===== src/rtl/riscv_dmem_bridge_pkg.sv =====
// ----------------------------------------------------------------------------
// riscv_dmem_bridge_pkg : shared size codes, FSM states, alignment helper. Rev 1.0
// ----------------------------------------------------------------------------
`default_nettype none

package riscv_dmem_bridge_pkg;

    localparam logic [1:0] SIZE_BYTE = 2'd0;
    localparam logic [1:0] SIZE_HALF = 2'd1;
    localparam logic [1:0] SIZE_WORD = 2'd2;

    typedef enum logic [2:0] {
        ST_DM_IDLE = 3'd0,
        ST_DM_REQ  = 3'd1,
        ST_DM_RSP  = 3'd2,
        ST_DM_DONE = 3'd3,
        ST_DM_ERR  = 3'd4
    } dm_state_e;

    // Size code 3 is treated as a word everywhere.
    function automatic logic is_misaligned(input logic [1:0] size, input logic [1:0] off);
        logic mis;
        case (size)
            SIZE_BYTE: mis = 1'b0;
            SIZE_HALF: mis = off[0];
            default:   mis = |off;
        endcase
        return mis;
    endfunction

endpackage

`default_nettype wire


===== src/rtl/riscv_dmem_bridge_if.sv =====
// ----------------------------------------------------------------------------
// riscv_dmem_bridge_if : valid/ready word bus between bridge and memory. Rev 1.0
// ----------------------------------------------------------------------------
`default_nettype none

interface riscv_dmem_bridge_if;
    logic [31:0] addr;
    logic [31:0] wdata;
    logic [3:0]  be;
    logic        we;
    logic        valid;
    logic        ready;
    logic        rvalid;
    logic [31:0] rdata;
    logic        err;

    modport master (
        output addr, wdata, be, we, valid,
        input  ready, rvalid, rdata, err
    );

    modport slave (
        input  addr, wdata, be, we, valid,
        output ready, rvalid, rdata, err
    );
endinterface

`default_nettype wire


===== src/rtl/riscv_dmem_bridge_lane.sv =====
// ----------------------------------------------------------------------------
// riscv_dmem_lane : byte-lane steering for writes and LSB alignment for reads. Rev 1.0
// ----------------------------------------------------------------------------
`default_nettype none

module riscv_dmem_lane
    import riscv_dmem_bridge_pkg::*;
(
    input  wire logic [1:0]  wr_size,
    input  wire logic [1:0]  wr_off,
    input  wire logic [31:0] wdata_in,
    output logic      [3:0]  be,
    output logic      [31:0] wdata_out,
    input  wire logic [1:0]  rd_size,
    input  wire logic [1:0]  rd_off,
    input  wire logic [31:0] rdata_in,
    output logic      [31:0] rdata_out
);

    logic [31:0] rd_shifted;

    always_comb begin
        be        = 4'hF;
        wdata_out = wdata_in;
        case (wr_size)
            SIZE_BYTE: begin
                be        = 4'b0001 << wr_off;
                wdata_out = {4{wdata_in[7:0]}};
            end
            SIZE_HALF: begin
                be        = 4'b0011 << {wr_off[1], 1'b0};
                wdata_out = {2{wdata_in[15:0]}};
            end
            default: begin
                be        = 4'hF;
                wdata_out = wdata_in;
            end
        endcase
    end

    always_comb begin
        rd_shifted = rdata_in >> {rd_off, 3'b000};
        case (rd_size)
            SIZE_BYTE: rdata_out = {24'b0, rd_shifted[7:0]};
            SIZE_HALF: rdata_out = {16'b0, rd_shifted[15:0]};
            default:   rdata_out = rd_shifted;
        endcase
    end

endmodule

`default_nettype wire


===== src/rtl/riscv_dmem_bridge.sv =====
// ----------------------------------------------------------------------------
// riscv_dmem_bridge : core load/store pulse to valid/ready word bus with timeout. Rev 1.0
// ----------------------------------------------------------------------------
`default_nettype none

module riscv_dmem_bridge
    import riscv_dmem_bridge_pkg::*;
#(
    parameter int TIMEOUT_CYCLES = 255
) (
    input  wire logic        clk_i,
    input  wire logic        reset_i,
    input  wire logic [31:0] daddr_i,
    input  wire logic [31:0] dwdata_i,
    input  wire logic [1:0]  dsize_i,
    input  wire logic        drd_i,
    input  wire logic        dwr_i,
    output logic      [31:0] drdata_o,
    output logic             dstall_o,
    output logic             derr_o,
    riscv_dmem_bridge_if.master bus
);

    localparam logic [7:0] TO_LAST = 8'(TIMEOUT_CYCLES - 1);

    dm_state_e   state, state_nx;
    logic [7:0]  tmo_cnt;
    logic [1:0]  off_q;
    logic [1:0]  size_q;
    logic        we_q;
    logic        both_q;
    logic [31:0] addr_q;
    logic [31:0] wdata_q;
    logic [3:0]  be_q;
    logic [31:0] drdata_q;

    logic        req;
    logic        timeout;
    logic [3:0]  lane_be;
    logic [31:0] lane_wdata;
    logic [31:0] lane_rdata;

    assign req     = drd_i | dwr_i;
    assign timeout = (tmo_cnt >= TO_LAST);

    // Write lanes come from the live core inputs (captured in IDLE); read
    // alignment uses the captured offset/size while the response arrives.
    riscv_dmem_lane u_lane (
        .wr_size   (dsize_i),
        .wr_off    (daddr_i[1:0]),
        .wdata_in  (dwdata_i),
        .be        (lane_be),
        .wdata_out (lane_wdata),
        .rd_size   (size_q),
        .rd_off    (off_q),
        .rdata_in  (bus.rdata),
        .rdata_out (lane_rdata)
    );

    always_ff @(posedge clk_i or negedge reset_i) begin
        if (!reset_i) begin
            state    <= ST_DM_IDLE;
            tmo_cnt  <= 8'd0;
            off_q    <= 2'd0;
            size_q   <= 2'd0;
            we_q     <= 1'b0;
            both_q   <= 1'b0;
            addr_q   <= 32'd0;
            wdata_q  <= 32'd0;
            be_q     <= 4'd0;
            drdata_q <= 32'd0;
        end else begin
            state <= state_nx;

            if (state == ST_DM_IDLE)
                tmo_cnt <= 8'd0;
            else if ((state == ST_DM_REQ || state == ST_DM_RSP) && tmo_cnt != 8'hFF)
                tmo_cnt <= tmo_cnt + 8'd1;

            if (state == ST_DM_IDLE && req) begin
                off_q   <= daddr_i[1:0];
                size_q  <= dsize_i;
                we_q    <= dwr_i;
                both_q  <= drd_i & dwr_i;
                addr_q  <= {daddr_i[31:2], 2'b00};
                wdata_q <= lane_wdata;
                be_q    <= lane_be;
            end

            // A response only counts while the FSM is still waiting for it.
            if (state == ST_DM_RSP && bus.rvalid && !bus.err && !we_q)
                drdata_q <= lane_rdata;
        end
    end

    always_comb begin
        state_nx = state;
        case (state)
            ST_DM_IDLE: begin
                if (req)
                    state_nx = is_misaligned(dsize_i, daddr_i[1:0]) ? ST_DM_ERR : ST_DM_REQ;
            end
            ST_DM_REQ: begin
                if (bus.ready)
                    state_nx = ST_DM_RSP;
                else if (timeout)
                    state_nx = ST_DM_ERR;
            end
            ST_DM_RSP: begin
                if (bus.rvalid)
                    state_nx = bus.err ? ST_DM_ERR : ST_DM_DONE;
                else if (timeout)
                    state_nx = ST_DM_ERR;
            end
            ST_DM_DONE: state_nx = ST_DM_IDLE;
            ST_DM_ERR:  state_nx = ST_DM_IDLE;
            default:    state_nx = ST_DM_IDLE;
        endcase
    end

    assign bus.valid = (state == ST_DM_REQ);
    assign bus.addr  = addr_q;
    assign bus.wdata = wdata_q;
    assign bus.be    = be_q;
    assign bus.we    = we_q;

    assign drdata_o  = drdata_q;
    assign dstall_o  = ((state == ST_DM_IDLE) && req) || (state == ST_DM_REQ) || (state == ST_DM_RSP);
    // A simultaneous read+write request is flagged when the write completes.
    assign derr_o    = (state == ST_DM_ERR) || ((state == ST_DM_DONE) && both_q);

endmodule

`default_nettype wire


===== src/flat_wrapper.sv =====
// flat-port wrapper written by rule: the top's interface ports become plain ports
module riscv_dmem_bridge_flat import riscv_dmem_bridge_pkg::*;
#(
    parameter int TIMEOUT_CYCLES = 255
)
  (clk_i, reset_i, daddr_i, dwdata_i, dsize_i, drd_i, dwr_i, drdata_o, dstall_o, derr_o, bus_addr, bus_wdata, bus_be, bus_we, bus_valid, bus_ready, bus_rvalid, bus_rdata, bus_err);
  riscv_dmem_bridge_if bus_i ();
  input  wire logic clk_i;
  input  wire logic reset_i;
  input  wire logic [31:0] daddr_i;
  input  wire logic [31:0] dwdata_i;
  input  wire logic [1:0] dsize_i;
  input  wire logic drd_i;
  input  wire logic dwr_i;
  output logic      [31:0] drdata_o;
  output logic dstall_o;
  output logic derr_o;
  output wire logic [$bits(bus_i.addr)-1:0] bus_addr;
  output wire logic [$bits(bus_i.wdata)-1:0] bus_wdata;
  output wire logic [$bits(bus_i.be)-1:0] bus_be;
  output wire logic [$bits(bus_i.we)-1:0] bus_we;
  output wire logic [$bits(bus_i.valid)-1:0] bus_valid;
  input wire logic [$bits(bus_i.ready)-1:0] bus_ready;
  input wire logic [$bits(bus_i.rvalid)-1:0] bus_rvalid;
  input wire logic [$bits(bus_i.rdata)-1:0] bus_rdata;
  input wire logic [$bits(bus_i.err)-1:0] bus_err;
  assign bus_addr = bus_i.addr;
  assign bus_wdata = bus_i.wdata;
  assign bus_be = bus_i.be;
  assign bus_we = bus_i.we;
  assign bus_valid = bus_i.valid;
  assign bus_i.ready = bus_ready;
  assign bus_i.rvalid = bus_rvalid;
  assign bus_i.rdata = bus_rdata;
  assign bus_i.err = bus_err;
  riscv_dmem_bridge #(.TIMEOUT_CYCLES(TIMEOUT_CYCLES)) u_core (.clk_i(clk_i), .reset_i(reset_i), .daddr_i(daddr_i), .dwdata_i(dwdata_i), .dsize_i(dsize_i), .drd_i(drd_i), .dwr_i(dwr_i), .drdata_o(drdata_o), .dstall_o(dstall_o), .derr_o(derr_o), .bus(bus_i));
endmodule

===== config.mk =====
export PLATFORM = sky130hd
export DESIGN_NAME = riscv_dmem_bridge_flat
export DESIGN_NICKNAME = d
export VERILOG_FILES = /design/src/rtl/riscv_dmem_bridge_pkg.sv /design/src/rtl/riscv_dmem_bridge_if.sv /design/src/rtl/riscv_dmem_bridge_lane.sv /design/src/rtl/riscv_dmem_bridge.sv /design/src/flat_wrapper.sv
export SDC_FILE = /design/constraint.sdc
export NUM_CORES = 1
export LEC_CHECK = 0
export ABC_AREA = 0
export CORE_ASPECT_RATIO = 1.75
export CORE_MARGIN = 2
export CORE_UTILIZATION = 30
export CTS_CLUSTER_SIZE = 16
export DETAILED_ROUTE_END_ITERATION = 8
export DONT_BUFFER_PORTS = 1
export PLACE_DENSITY = 0.51
export SLEW_MARGIN = 10
export SYNTH_ARGS = -nofsm -noshare
export SYNTH_HDL_FRONTEND = slang
export SYNTH_SLANG_ARGS = --single-unit

===== constraint.sdc =====
create_clock -name clk_i -period 3.3 [get_ports clk_i]
set_input_delay 0.66 -clock clk_i [delete_from_list [all_inputs] [get_ports clk_i]]
set_output_delay 0.66 -clock clk_i [all_outputs]
set_load 0.005 [all_outputs]

==> results.md <==
- First-pass GRT wire length: between 20 and 25 mm
- Final max-slew violation count: 0
- Post-synthesis cell count: about 500
- Main synth FF type: dfrtp_1
- DRT iter0 DRCs: between 150 and 200
- Syn avg cell area: roughly 11 sq um
- Total gr overflow: 0
- Share of cells above drive strength 1: 18.9%
- Worst Skew: between 0.006 and 0.007 ns
- Final Hold Fails: 0
- CTS H-tree lvls: 4
- Leak: approximately 0.0027 uW
- # IOs: 209
- Pin count of the biggest net entering global routing: ~120
- Hold Crit Class: input pin to async pin
- Core ar.: around 18,000 sq um
- MaxCap Viol Count: 0
- DRC Markers: 0
- Multi-input gate area: roughly 2300 sq um
- Drt first pass iters: 4
- Min Hold Slack: about 0.18 ns
- Die Ht: about 180 um
- Fmax: ~420 MHz
- Worst reg-to-reg setup slack: roughly 1.1 ns
- Number of setup buffers added after CTS: 0
- Crit path from: u_core.state[1]$_DFFE_PN0P_
- CTS tree: built
- Wire per inst: 19.7 um
- GRT Util Overall: between 15 and 20%
- CTS max path bufs: 2
- Crit path launch type: flop
- Reg2reg start: u_core.state[1]$_DFFE_PN0P_
- CTS root buf: clkbuf_16
- Critical path required time: between 2 and 3 ns
- Area delta synth->final: 14.7%
- Row Count: 64
- Status: completed
- Synth Register Bits: roughly 120
- Vias in the first global route: approximately 4,000
- Via density: 5.09
- Max Fanout on Critical Path: 11
- Worst setup path class: flop to output port
- Netlist Area Pre-Place: roughly 5400 sq um
- Worst-Skew Late Latency: a little over 0.4 ns
- Slew margin rel.: slightly below 30%
- Post-synth ARST share: between 90% and 100%
- Placer congestion estimate: a little over 0.8
- Post-route minimum period: roughly 2.4 ns
- Vias after detailed routing: about 3,700
- Setup TNS: 0 ns
- Distinct cells, synth: between 40 and 50
- Num CTS Buffers: 17
- Routed Antenna Nets: 0
- Fill count: 1,782
- Die Area: approximately 19,000 sq um
- P per Cell Area: 999 nW/um^2
- Die W: between 100 and 150 um
- RSZ-0062 raised after global routing: false
- Final setup vio count: 0
- Post-cts sizing count: 0
- Crit. End Element: output port
- CP Data Arrival Time: about 1.7 ns
- FF+latch area: 2880 sq um
- Starting Density: between 30% and 40%
- Clock sink count: between 100 and 150
- Clk slew on worst S/H paths: 0.06 ns
- Max VDD drop: 394 uV
- Yosys warnings: 0
- Final HPWL DP: 10.3 mm
- EDFF count, synth: 0
- Buffers on Ports: 0
- Slew at the pin with the worst max-slew slack: 1.07 ns
- Nets: between 500 and 600
- Final Cycle Share: 72.6%
- Seq/Total Area, Yosys: between 50% and 60%
- Ant. Diodes: 0
- Initial antenna violation count: 0
- Final WL: between 10 and 15 mm
- Final Util: a little over a third
[cell type report]
cell class / instances / share of cell area (%)
well taps: 231 / 4.68
repair buffers: 6 / 1.05
inverters: 2 / 0.122
multi-input cells: 343 / 38.0
clock inverters: 13 / 2.19
clock buffers: 19 / 7.33
flip-flops and latches: 115 / 46.6
[metrics by stage]
| step | instances | instance area, sq um | worst slack (ns) | total power [uW] |
|---|---|---|---|---|
| 2_1_floorplan | 496 | 5390 | 1.31 | 3910 |
| 5_1_grt | 729 | 6180 | 0.780 | 6610 |
| 3_5_place_dp | 696 | 5560 | 0.991 | 4400 |
| 4_1_cts | 728 | 6150 | 0.884 | 6260 |
| 3_3_place_gp | 696 | 5560 | 1.11 | 4330 |
| 6_report | 729 | 6180 | 0.903 | 6170 |
[synth_stat cells (all sizes together), types with 3 or more instances]
cell,instances,area (sq um)
dfrtp,115,2880
nand2,74,278
mux2,49,552
mux2i,44,440
o21ai,34,170
a21oi,28,140
nor2,28,105
clkbuf,20,75.1
o31ai,17,128
buf,16,91.3
nand3,12,60.1
a211oi,10,75.1
nor2b,10,62.6
nand2b,3,18.8
nor3,3,26.3
[sequential cells by signal, indices dropped and copies added (netlist names)]
register	flops
u_core.bus.addr	30
u_core.state	3
u_core.bus.wdata	32
u_core.both_q	1
u_core.drdata_o	32
u_core.tmo_cnt	8
u_core.size_q	2
u_core.bus.we	1
u_core.bus.be	4
u_core.off_q	2
[layout by cell type (no fill, tap or decap), types with 2 or more instances in the layout]
cell        count
a211oi_1       10
a21oi_1        28
and3_1          2
buf_4           5
bufinv_16       2
clkbuf_16      17
clkbuf_8        2
clkinv_2        4
clkinv_4        2
clkinvlp_4      5
conb_1          2
dfrtp_1       115
ha_1            2
inv_1           2
mux2_2         49
mux2i_1        44
nand2_1        74
nand2b_1        3
nand3_1        12
nor2_1         28
nor2b_1        10
nor3_1          2
o21ai_0        33
o31ai_1        17
or3_1           2
[cell families after synthesis]
kind of cell,count (synthesis),share of synthesized area [%]
mux,93,18.4
flops,115,53.4
buf+inv,38,3.23
xor+xnor,2,0.674
other cells,1,0.0696
simple gates,144,12.5
fa+ha+maj,2,0.465
compound gates,100,11.2
[routing by layer]
layer  GRT usage (%)  routed length [um]
met2            27.6                7910
met4            8.59                 473
met1            14.9                4970
met3            5.09                 986
met5               0                   0
[power breakdown]
group	switching [uW]	internal [uW]	leakage, uW
combinational	888	786	0.000951
clock	667	1150	0.000277
sequential	639	2040	0.00144
total	2190	3970	0.00267
[final timing paths]
check                                                   to  depth (start not counted)
setup / recovery                                  dstall_o                          3
hold / removal             u_core.drdata_o[23]$_DFFE_PN0P_                          1
setup reg to reg           u_core.bus.addr[16]$_DFFE_PN0P_                          4
hold reg to reg              u_core.tmo_cnt[4]$_DFFE_PN0P_                          1
max in group asynchronous    u_core.tmo_cnt[6]$_DFFE_PN0P_                          1
min in group clk_i             u_core.state[1]$_DFFE_PN0P_                          2
[worst max-delay path, cell delays in order (launching register included)]
cell,delay [ns]
dfrtp_1,0.55
nor3_4,0.44
o21ai_4,0.10
o21ai_0,0.24
Power figures use the tool's default switching activity.
==> patch 1 (same settings) <==
Put a register stage on the output `derr_o`, without a reset. The value now appears one clock later. The other outputs are not delayed to match.
--- a/src/rtl/riscv_dmem_bridge.sv
+++ b/src/rtl/riscv_dmem_bridge.sv
@@ -128,5 +128,7 @@
     assign dstall_o  = ((state == ST_DM_IDLE) && req) || (state == ST_DM_REQ) || (state == ST_DM_RSP);
     // A simultaneous read+write request is flagged when the write completes.
-    assign derr_o    = (state == ST_DM_ERR) || ((state == ST_DM_DONE) && both_q);
+    always_ff @(posedge clk_i) begin
+        derr_o <= (state == ST_DM_ERR) || ((state == ST_DM_DONE) && both_q);
+    end
 
 endmodule
Check against the original RTL: not equivalent (Yosys sat finds a counterexample within 4 cycles, from zero or initial values and one cycle with reset_i low).
==> patch 1 against the original RTL <==
- the run now ends with negative hold slack left
- via count decreased by 0.30%
- worst setup slack got worse by 0.46 ns
- design area increased by 0.47%
- area after synthesis increased by 0.37%
- sequential cell count increased by 1
- wire length decreased by 0.72%
- total power increased by 2.5%
- global-route usage decreased by 0.18 points
==> patch 1: results (changes against the original RTL) <==
initial drt markers 161 (-1.2%); Fillers 1,792 (+0.56%); Distinct cells, synth 49 (+2.1%); Async S/R FF share, synth 99.1% (-0.86 points); multiplexer share of the synthesized area 18.4% (-0.068 points); CTS root buffer clkbuf_16; Slew Limit Headroom 29.4% (+0.43 points); via count 3,702 (-0.30%); Worst VDD drop 0.334 mV (-15%); Leak Pwr 2.69 nW (+0.65%); H-tree depth 4 (unchanged); placed cell area 0.00558 mm² (+0.29%); main area contributors after synthesis dfrtp_1, mux2_2, mux2i_1; Synth Area in Adders 0.463% (-0.0017 points); Final Net Count 591 (-0.17%); hold slack final -0.0497 ns (-0.226 ns); first-pass GRT wire length 21,900 µm (-0.84%); XOR/XNOR Fraction of Synth Area 0.671% (-0.0025 points); post-synthesis sequential area ratio 53.6% (+0.17 points); outcome finished with violations; compound-cell area share of the yosys netlist 11.2% (-0.042 points); most frequent cells after synthesis dfrtp_1, nand2_1, mux2_2; violated checks negative hold slack; final hold vios 115 (+115); Data arrival, critical path 2.20 ns (+0.46 ns); GRT Util Overall 15.1% (-0.18 points); gpl congestion 0.843 (+2.6%); average wire per standard cell 19.5 µm (-0.99%); critical-path maximum fanout 35 (+24); clk_skew 0.00839 ns (+0.00141 ns)
==> patch 1: cell count changes in the layout (fill, tap and decap cells not counted), sizes merged <==
cell / change
buf: -2
bufinv: +2
clkbuf: +4
clkinv: -3
clkinvlp: -3
dfxtp: +1
==> patch 1: kinds of logic (layout without fill, tap and decap cells) <==
| logic type | count (synthesis) | count (layout) |
|---|---|---|
| multiplexers | 93 | 93 |
| AO/OA/AOI/OAI | 100 | 100 |
| AND/OR/NAND/NOR | 144 | 144 |
| adder cells (fa/ha/maj) | 2 | 2 |
| XOR/XNOR | 2 | 2 |
| flip-flops | 116 | 116 |
| other | 1 | 2 |
| buffers and inverters | 38 | 38 |
==> patch 1: metrics by stage <==
step | hold WS, ns | total power, mW | setup WS [ns] | util, % | std cells
floorplan | 0.364 | 3.93 | 1.31 | - | 497
global placement | 0.367 | 4.33 | 0.636 | 31.3 | 699
detailed placement | 0.367 | 4.41 | 0.549 | 31.3 | 699
CTS | -0.0733 | 6.42 | 0.414 | 34.8 | 731
global route | -0.0740 | 6.72 | 0.297 | 34.8 | 731
finish | -0.0497 | 6.32 | 0.444 | 34.8 | 731
==> patch 1: worst paths after layout <==
kind	depth (start not counted)	slack, ns	end	start
setup / recovery	3	0.44	dstall_o	u_core.state[1]
hold / removal	0	-0.05	u_core.bus.wdata[2]	reset_i
setup reg to reg	4	0.84	u_core.bus.wdata[1]	u_core.state[1]
hold reg to reg	2	0.48	u_core.both_q	u_core.both_q
max in group asynchronous	0	3.13	u_core.drdata_o[31]	reset_i
min in group clk_i	2	0.36	u_core.state[1]	bus_ready
==> patch 1: critical path: stages, from the launching register on <==
cell and delay (ns):
dfrtp_1 0.56, nor3_4 0.50, o21ai_4 0.38, o21ai_0 0.34
==> patch 1: area by class of cell <==
class                   count  area (µm²)  share of cell area [%]
flip-flops and latches    116        2900                    46.7
inverters                   2        7.51                   0.121
repair buffers              4        30.0                   0.484
multi-input cells         343        2350                    37.9
well taps                 234         293                    4.72
clock buffers              23         478                    7.70
clock inverters             9         150                    2.42
==> patch 1: power groups by stage <==
stage	clock (mW)	combinational (mW)	sequential (mW)
2_1_floorplan	0	1.50	2.43
3_5_place_dp	0	1.65	2.77
4_1_cts	2.03	1.64	2.75
3_3_place_gp	0	1.57	2.76
6_report	1.98	1.62	2.73
5_1_grt	2.08	1.82	2.82
==> patch 1: routing by layer <==
layer / share of wire [%] / track usage (%) / up-vias
li1: - / - / 1726
met2: 55 / 27.1 / 157
met1: 35 / 15.2 / 1791
met3: 6.2 / 4.34 / 28
met5: 0 / 0 / -
met4: 4.1 / 8.96 / 0
==> patch 2 (same settings) <==
Made on the original files. `TIMEOUT_CYCLES` is set to 255 in 2 places; all go to 191.
--- a/src/rtl/riscv_dmem_bridge.sv
+++ b/src/rtl/riscv_dmem_bridge.sv
@@ -7,5 +7,5 @@
     import riscv_dmem_bridge_pkg::*;
 #(
-    parameter int TIMEOUT_CYCLES = 255
+    parameter int TIMEOUT_CYCLES = 191
 ) (
     input  wire logic        clk_i,
--- a/src/flat_wrapper.sv
+++ b/src/flat_wrapper.sv
@@ -2,5 +2,5 @@
 module riscv_dmem_bridge_flat import riscv_dmem_bridge_pkg::*;
 #(
-    parameter int TIMEOUT_CYCLES = 255
+    parameter int TIMEOUT_CYCLES = 191
 )
   (clk_i, reset_i, daddr_i, dwdata_i, dsize_i, drd_i, dwr_i, drdata_o, dstall_o, derr_o, bus_addr, bus_wdata, bus_be, bus_we, bus_valid, bus_ready, bus_rvalid, bus_rdata, bus_err);
Behaviour: same outputs for any inputs over 4 cycles, from zero or initial values and one cycle with reset_i low; that may be too few to reach the edited logic, so the function may still have changed.
==> patch 2 against the original RTL <==
- design area is 0.28% higher
- worst setup slack gained 0.082 ns
- total power increased by 1.5%
- sequential cell count did not move
- via count rose by 0.89%
- area after synthesis about the same
- wire length rose by 0.52%
- clock power is 7% higher
==> patch 2: results (changes against the original RTL) <==
outcome finished, final reports clean; Worst-Margin Slew 1.11 ns (+0.0400 ns); ANT cells 0 (unchanged); DR WL met2 7860 µm (-0.61%); vias in the first global route 4,091 (+3.6%); DRT met1 WL 4710 µm (-5.1%); clk_skew 0.00640 ns (-0.000575 ns); Synth Area in Adders 0.465% (about the same); FF-to-FF End u_core.bus.addr[9]; Async S/R FF share, synth 100% (unchanged); max incr delay on CP 0.80 ns (+0.25 ns); via count 3,746 (+0.89%); share of layout cells above drive strength 1 9.09% (-9.8 points); Via density 5.16 (+1.3%); Fillers 1,713 (-3.9%); critical path class flip-flop to flip-flop; post-synthesis sequential area ratio 53.5% (about the same); H-tree depth 4 (unchanged); Reg clk slew, reported paths 0.06 ns (about the same); compound-cell area share of the yosys netlist 12.4% (+1.1 points); Distinct cells, synth 45 (-6.3%); critical path's top delay family buffers and inverters; Critical Path Slowest Stage Cell buf_4; M1 GR Usage 14.0% (-0.88 points); RR Startpoint u_core.state[1]; Leak Pwr 2.67 nW (+0.11%); R2R setup slack 0.99 ns (-0.07 ns); met3 usage 6.06% (+0.97 points); Data arrival, critical path 2.60 ns (+0.86 ns); clock buffer depth 2 (unchanged); GRT Util Overall 15.3% (+0.094 points); Worst VDD drop 0.400 mV (+1.4%); Finished Cell Area 0.00619 mm² (+0.28%); hold slack final 0.192 ns (+0.0149 ns); pre-CTS setup slack 0.921 ns (-0.0706 ns); Final Net Count 589 (-0.51%); placed cell count 693 (-0.43%); Met3 Wirelength 1240 µm (+25%); main area contributors after synthesis dfrtp_1, mux2_1, mux2i_1; multiplexer share of the synthesized area 18.4% (about the same); critical-path maximum fanout 100 (+89); GR Util met2 28.1% (+0.44 points); Detailed Place HPWL 10,500 µm (+2.3%); most frequent cells after synthesis dfrtp_1, nand2_1, mux2_1; Final min period 2.31 ns (-0.0823 ns); first-pass GRT wire length 22,500 µm (+1.8%); XOR/XNOR Fraction of Synth Area 0.325% (-0.35 points); gpl congestion 0.860 (+4.7%); final wirelength 14,400 µm (+0.52%); placed cell area 0.00554 mm² (-0.36%); Avg Inst Size Synth 11.0 µm² (+0.77%); initial drt markers 208 (+28%)
-- patch 2: changes by cell type after synthesis, moves of 5 or more --
cell / before / now
a21oi_1: 28 / 22
a22o_1: 1 / 9
clkbuf_1: 20 / 15
mux2_1: 0 / 49
mux2_2: 49 / 0
nand3_1: 12 / 4
nor2_1: 28 / 17
o21ai_0: 33 / 11
o21ai_1: 1 / 38
o31ai_1: 17 / 11
-- patch 2: layout make-up --
type	count	share of cell area (%)
tap	231	4.67
clock buffer	19	7.31
sequential	115	46.5
clock inverter	13	2.79
inverter	5	0.303
multi-input combinational	337	37.4
timing repair buffer	6	1.05
-- patch 2: power by group --
part / switching, mW / total [mW] / internal, mW
Clock: 0.698 / 1.94 / 1.24
Combinational: 0.942 / 1.66 / 0.717
Sequential: 0.617 / 2.66 / 2.05
